===== config.mk =====
export PLATFORM = sky130hd
export DESIGN_NAME = instr_fetch_queue
export DESIGN_NICKNAME = d
export VERILOG_FILES = /design/src/rtl/ifetch_pkg.sv /design/src/rtl/sync_fifo.sv /design/src/rtl/instr_fetch_queue.sv
export SDC_FILE = /design/constraint.sdc
export NUM_CORES = 1
export LEC_CHECK = 0
export ABC_AREA = 1
export CORE_ASPECT_RATIO = 0.7
export CORE_MARGIN = 3
export CORE_UTILIZATION = 48
export CTS_CLUSTER_DIAMETER = 60
export CTS_CLUSTER_SIZE = 12
export DETAILED_ROUTE_END_ITERATION = 12
export PLACE_DENSITY = 0.8
export SLEW_MARGIN = 20
export SYNTH_ARGS = -nofsm -noshare
export SYNTH_HDL_FRONTEND = slang
export SYNTH_HIERARCHICAL = 1
export SYNTH_SLANG_ARGS = --single-unit

===== constraint.sdc =====
create_clock -name i_clk -period 5.5 [get_ports i_clk]
set_input_delay 0.55 -clock i_clk [delete_from_list [all_inputs] [get_ports i_clk]]
set_output_delay 0.55 -clock i_clk [all_outputs]
set_load 0.005 [all_outputs]

===== src/rtl/ifetch_pkg.sv =====
// Shared widths and helpers for the instruction-fetch front end.
package ifetch_pkg;

    localparam int IF_ADDR_W  = 16;
    localparam int IF_DATA_W  = 16;
    localparam int IF_INSTR_W = IF_DATA_W;

    // Smallest r with 2**r >= v.
    function automatic int clog2(input int v);
        int r;
        r = 0;
        for (int i = 0; i < 31; i++) begin
            if ((1 << r) < v) r = r + 1;
        end
        return r;
    endfunction

endpackage


===== src/rtl/sync_fifo.sv =====
// Registered FIFO with show-ahead read, synchronous active-low reset and a
// synchronous clear.
module sync_fifo
    import ifetch_pkg::*;
#(
    parameter int WIDTH = 8,
    parameter int DEPTH = 4,
    localparam int PW = (DEPTH > 1) ? clog2(DEPTH) : 1,
    localparam int CW = clog2(DEPTH + 1)
) (
    input  logic             i_clk,
    input  logic             i_rst_n,
    input  logic             i_clr,
    input  logic             i_push,
    input  logic [WIDTH-1:0] i_wdata,
    input  logic             i_pop,
    output logic [WIDTH-1:0] o_rdata,
    output logic             o_full,
    output logic             o_empty,
    output logic [CW-1:0]    o_count
);

    localparam logic [PW-1:0] LAST = PW'(DEPTH - 1);

    logic [WIDTH-1:0] r_mem [DEPTH];
    logic [PW-1:0]    r_wp;
    logic [PW-1:0]    r_rp;
    logic [CW-1:0]    r_count;
    logic             w_wr;
    logic             w_rd;

    assign o_full  = (r_count == CW'(DEPTH));
    assign o_empty = (r_count == '0);
    assign o_count = r_count;
    assign o_rdata = r_mem[r_rp];

    // A write into a full FIFO is only taken when the head leaves in the same cycle.
    assign w_wr = i_push & (~o_full | i_pop);
    assign w_rd = i_pop & ~o_empty;

    always_ff @(posedge i_clk) begin
        if (!i_rst_n) begin
            r_wp    <= '0;
            r_rp    <= '0;
            r_count <= '0;
            for (int i = 0; i < DEPTH; i++) r_mem[i] <= '0;
        end else if (i_clr) begin
            r_wp    <= '0;
            r_rp    <= '0;
            r_count <= '0;
        end else begin
            if (w_wr) begin
                r_mem[r_wp] <= i_wdata;
                r_wp        <= (r_wp == LAST) ? '0 : r_wp + PW'(1);
            end
            if (w_rd) r_rp <= (r_rp == LAST) ? '0 : r_rp + PW'(1);
            r_count <= r_count + CW'(w_wr) - CW'(w_rd);
        end
    end

endmodule


===== src/rtl/instr_fetch_queue.sv =====
// Fetch front end: credit-based memory request issue, in-flight address
// tracking, drop of stale responses after a redirect, and decode queue.
module instr_fetch_queue
    import ifetch_pkg::*;
#(
    parameter int ADDR_W  = IF_ADDR_W,
    parameter int DATA_W  = IF_INSTR_W,
    parameter int DEPTH   = 4,
    parameter int MAX_OUT = 2
) (
    input  logic              i_clk,
    input  logic              i_rst_n,
    input  logic [ADDR_W-1:0] i_pc_addr,
    output logic              o_pc_hold,
    input  logic              i_flush,
    output logic              o_mem_req,
    output logic [ADDR_W-1:0] o_mem_addr,
    input  logic              i_mem_gnt,
    input  logic              i_mem_rvalid,
    input  logic [DATA_W-1:0] i_mem_rdata,
    output logic              o_dec_valid,
    output logic [DATA_W-1:0] o_dec_instr,
    output logic [ADDR_W-1:0] o_dec_pc,
    input  logic              i_dec_ready
);

    localparam int QCW = clog2(DEPTH + 1);
    localparam int ACW = clog2(MAX_OUT + 1);

    logic [ACW-1:0]           r_drop;
    logic [ACW-1:0]           w_out;
    logic [QCW-1:0]           w_q_count;
    logic                     w_a_full;
    logic                     w_a_empty;
    logic                     w_unused_q_full;
    logic                     w_q_empty;
    logic [ADDR_W-1:0]        w_rsp_addr;
    logic [ADDR_W+DATA_W-1:0] w_q_rdata;
    logic                     w_issue;
    logic                     w_discard;
    logic                     w_q_push;
    logic                     w_q_pop;

    // Each granted request reserves a queue slot, so responses never overflow.
    always_comb begin
        o_mem_req = i_rst_n && !i_flush && !w_a_full
                    && ((int'(w_q_count) + int'(w_out)) < DEPTH);
    end

    assign w_issue    = o_mem_req & i_mem_gnt;
    assign o_mem_addr = i_pc_addr;
    assign o_pc_hold  = !i_rst_n || (!i_flush && !w_issue);

    assign w_discard  = i_flush || (r_drop != '0);
    assign w_q_push   = i_mem_rvalid && !w_discard;
    assign o_dec_valid = i_rst_n && !w_q_empty;
    assign w_q_pop    = o_dec_valid && i_dec_ready;
    assign {o_dec_pc, o_dec_instr} = w_q_rdata;

    sync_fifo #(.WIDTH(ADDR_W), .DEPTH(MAX_OUT)) u_addr_fifo (
        .i_clk   (i_clk),
        .i_rst_n (i_rst_n),
        .i_clr   (1'b0),
        .i_push  (w_issue),
        .i_wdata (i_pc_addr),
        .i_pop   (i_mem_rvalid),
        .o_rdata (w_rsp_addr),
        .o_full  (w_a_full),
        .o_empty (w_a_empty),
        .o_count (w_out)
    );

    sync_fifo #(.WIDTH(ADDR_W + DATA_W), .DEPTH(DEPTH)) u_instr_q (
        .i_clk   (i_clk),
        .i_rst_n (i_rst_n),
        .i_clr   (i_flush),
        .i_push  (w_q_push),
        .i_wdata ({w_rsp_addr, i_mem_rdata}),
        .i_pop   (w_q_pop),
        .o_rdata (w_q_rdata),
        .o_full  (w_unused_q_full),
        .o_empty (w_q_empty),
        .o_count (w_q_count)
    );

    // On redirect every response still owed is stale, including ones already
    // marked by an earlier redirect, so the count is rebuilt from outstanding.
    always_ff @(posedge i_clk) begin
        if (!i_rst_n) begin
            r_drop <= '0;
        end else if (i_flush) begin
            r_drop <= w_out - ACW'(i_mem_rvalid);
        end else if (i_mem_rvalid && (r_drop != '0)) begin
            r_drop <= r_drop - ACW'(1);
        end
    end

    always_ff @(posedge i_clk) begin
        if (i_rst_n && i_mem_rvalid) assert (!w_a_empty);
    end

endmodule


==> impl_results.md <==
- Yosys warning total: 6
- Type of the most critical hold path: register to register
- Level count of the clock H-tree: 4
- Fin crit share: 0.6355
- Detailed-route wire length: about 18 mm
- Worst reg2reg setup slack: about 2.6 ns
- Final core occ: 0.5869
- Cell count after synthesis: ~750
- Met3 capacity usage during global routing: 0.04037
- Count of nets after finishing: 860
- Count of nets left with antenna violations after detail routing: 0
- Total number of vias: roughly 5500
- DRC violations left: 0
- Number of buffers inserted for hold repair after clock tree synthesis: 0
- Clk Tree Root Cell: clkbuf_16
- Cell with the biggest individual delay on the critical path: inv_2
- GPL Wtd Cong: about 0.79
- Hold Path Stages: 2
- Unrepaired setup endpoints after global routing: false
- Crit path cell chain: buf_4 -> inv_2 -> o21ai_0 -> o22ai_1 -> clkdlybuf4s50_1
- Wire length per cell: roughly 17 um
- Max Slew Vio Count: 0
- Overflow left after global routing: 0
- Vertical die dimension: ~120 um
- Clock net sink count: roughly 180
- Upper clock frequency limit: around 290 MHz
- Worst-case clock skew: 0.01070 ns
- Number of inserted diodes: 0
- Share of final-layout standard cells stronger than drive strength 1: 0.1673
- Area of the mapped netlist: just over 0.008 mm^2
- Width of the die: ~160 um
- Crit Reg-Reg Startpoint: u_instr_q/o_count[1]
- Clock Path Buffers: 2
- CP startpoint kind: register
- Pin count of the biggest net entering global routing: 66
- Global routing usage on met1: 0.2744
- Number of buffers inserted to repair setup after CTS: 0
- Endpoint, Worst Hold: u_addr_fifo/r_rp
- Initial Util: 0.4996
- Number of hold violations in the final report: 0
- Highest cell delay on the worst timing path: 0.83 ns
- Slew at the pin with the worst max-slew slack: ~1.0 ns
- Depth of the most critical reg-to-reg path: 9
- Number of vias per cell after detailed routing: 5.259
- CTS tree: done
- Mean cell area of the mapped netlist: around 11 um^2
- Count of routing violations after the opening detailed-route iteration: ~560
- Syn nets: between 800 and 900
- Global Route met2 Usage: 0.2968
- Peak supply drop: ~0.2 mV
- Category of the most critical setup path: register to output port
- Type of destination of the critical path: output port
- Global-route wire length before repair: approximately 28 mm
- Leak Pwr: approximately 3.8 nW
- Clock network latency to the later pin of the worst-skew pair: about 0.42 ns
- Die area: around 0.019 mm^2
- Number of antenna violations at the first check in global routing: 0
- PD cells: approximately 300 mW/mm^2
- Outcome: complete, no violations
- CTS Buf Count: 17
- Ports placed on the boundary: 89
- Via count of the first global-routing pass: 5333
- Number of cell rows: 39
- Final critical-path required period: about 3.5 ns
- Destination of the worst register-to-register timing path: u_instr_q/r_mem[0][10]
- Number of gates given a new drive strength after cts: 0
- Max cap viols: 0
- WHS: 0.5108 ns
- WP data required: between 4 and 5 ns
- Clock-pin slew of the registers on the worst-case setup and hold paths: ~0.06 ns
- Max Fanout on Critical Path: 65
- Max-slew headroom: 0.3161
- Count of input and output buffers: around 90
- Final TNS setup: 0 ns
- Estimated wirelength of the detail-placed design: ~10 mm
- Number of endpoints failing setup at the final stage: 0
- Global route hottest layer: met2
- Data arrival time of the worst path: 2.94 ns
- Core area: approximately 0.017 mm^2
- Layout overhead on the synthesized area: 17.46%
- Count of TritonRoute iterations in the first routing pass: 5
- GRT Resource Usage Total: 0.1922
- Worst min-delay path startpoint: u_addr_fifo/r_rp
-- power breakdown --
group          internal [mW]  switching [mW]  total (mW)
Sequential              1.51          0.0204        1.53
Combinational         0.0833           0.111       0.195
Clock                  0.756           0.485        1.24
Total                   2.35           0.617        2.96
-- sequential cells by signal, summed over array words and instances, names as in the netlist, 2 cells and up, named ones only --
| signal | cells |
|---|---|
| u_addr_fifo/r_mem | 32 |
| u_instr_q/o_count | 3 |
| u_instr_q/r_wp | 2 |
| u_instr_q/r_rp | 2 |
| u_addr_fifo/o_count | 2 |
| r_drop | 2 |
| u_instr_q/r_mem | 128 |
-- cell type report --
cell class                 count  area (um^2)
fill                        1339         6854
multi-input combinational    439         2477
clock inverter                12        165.2
sequential                   176         5130
clock buffer                  20        436.7
timing repair buffer          95        933.4
inverter                      83        312.8
tap                          225        281.5
-- layout by cell type (no fill, tap or decap), types with 2 or more instances in the layout --
| cell type | count |
|---|---|
| inv_1 | 79 |
| nor2_4 | 2 |
| clkbuf_1 | 3 |
| clkinvlp_4 | 2 |
| edfxtp_1 | 160 |
| clkinv_1 | 3 |
| ha_1 | 9 |
| nand3_4 | 4 |
| a21oi_1 | 4 |
| nand2_1 | 30 |
| clkbuf_16 | 17 |
| clkinv_2 | 3 |
| dfxtp_1 | 14 |
| o22ai_1 | 32 |
| o21ai_1 | 3 |
| o21ai_0 | 68 |
| nor3_2 | 29 |
| nand2_4 | 3 |
| nor2_2 | 39 |
| mux2_2 | 16 |
| inv_2 | 3 |
| clkdlybuf4s50_1 | 88 |
| bufinv_16 | 4 |
| nand3_1 | 6 |
| nor2_1 | 181 |
| nor3_1 | 3 |
| buf_4 | 7 |
-- through the flow --
stage	cells	power [mW]	worst slack [ns]	area, um^2
global placement	1018	1.745	2.046	9133
detailed placement	1018	1.751	1.973	9133
finish	1050	2.964	2.005	9737
floorplan	753	1.655	1.546	8289
CTS	1050	2.987	2.003	9734
global route	1050	3.056	1.772	9737
-- critical path: cells and delay by family (launching register included) --
kind / cells / cell delay (ns)
flip-flops: 1 / 0.31
buffers and inverters: 3 / 1.71
AO/OA/AOI/OAI: 2 / 0.47
-- layer usage --
layer  share of wire  up-vias
li1                -     2634
met1            0.44     2644
met2            0.46      231
met3           0.085       13
met4           0.012        0
met5               0        -
-- how the worst max path moves through the flow --
stage | startpoint | end | slack (ns)
global placement | i_rst_n | u_instr_q/r_mem[0][12] | 2.05
detailed placement | i_rst_n | u_instr_q/r_mem[0][11] | 1.97
CTS | register | o_dec_pc[2] | 2.00
floorplan | u_instr_q/o_count[1] | u_instr_q/r_mem[0][0] | 1.55
global route | register | o_dec_pc[14] | 1.77
finish | register | o_dec_pc[2] | 2.01
No activity file was read; power rests on OpenSTA's default activity.
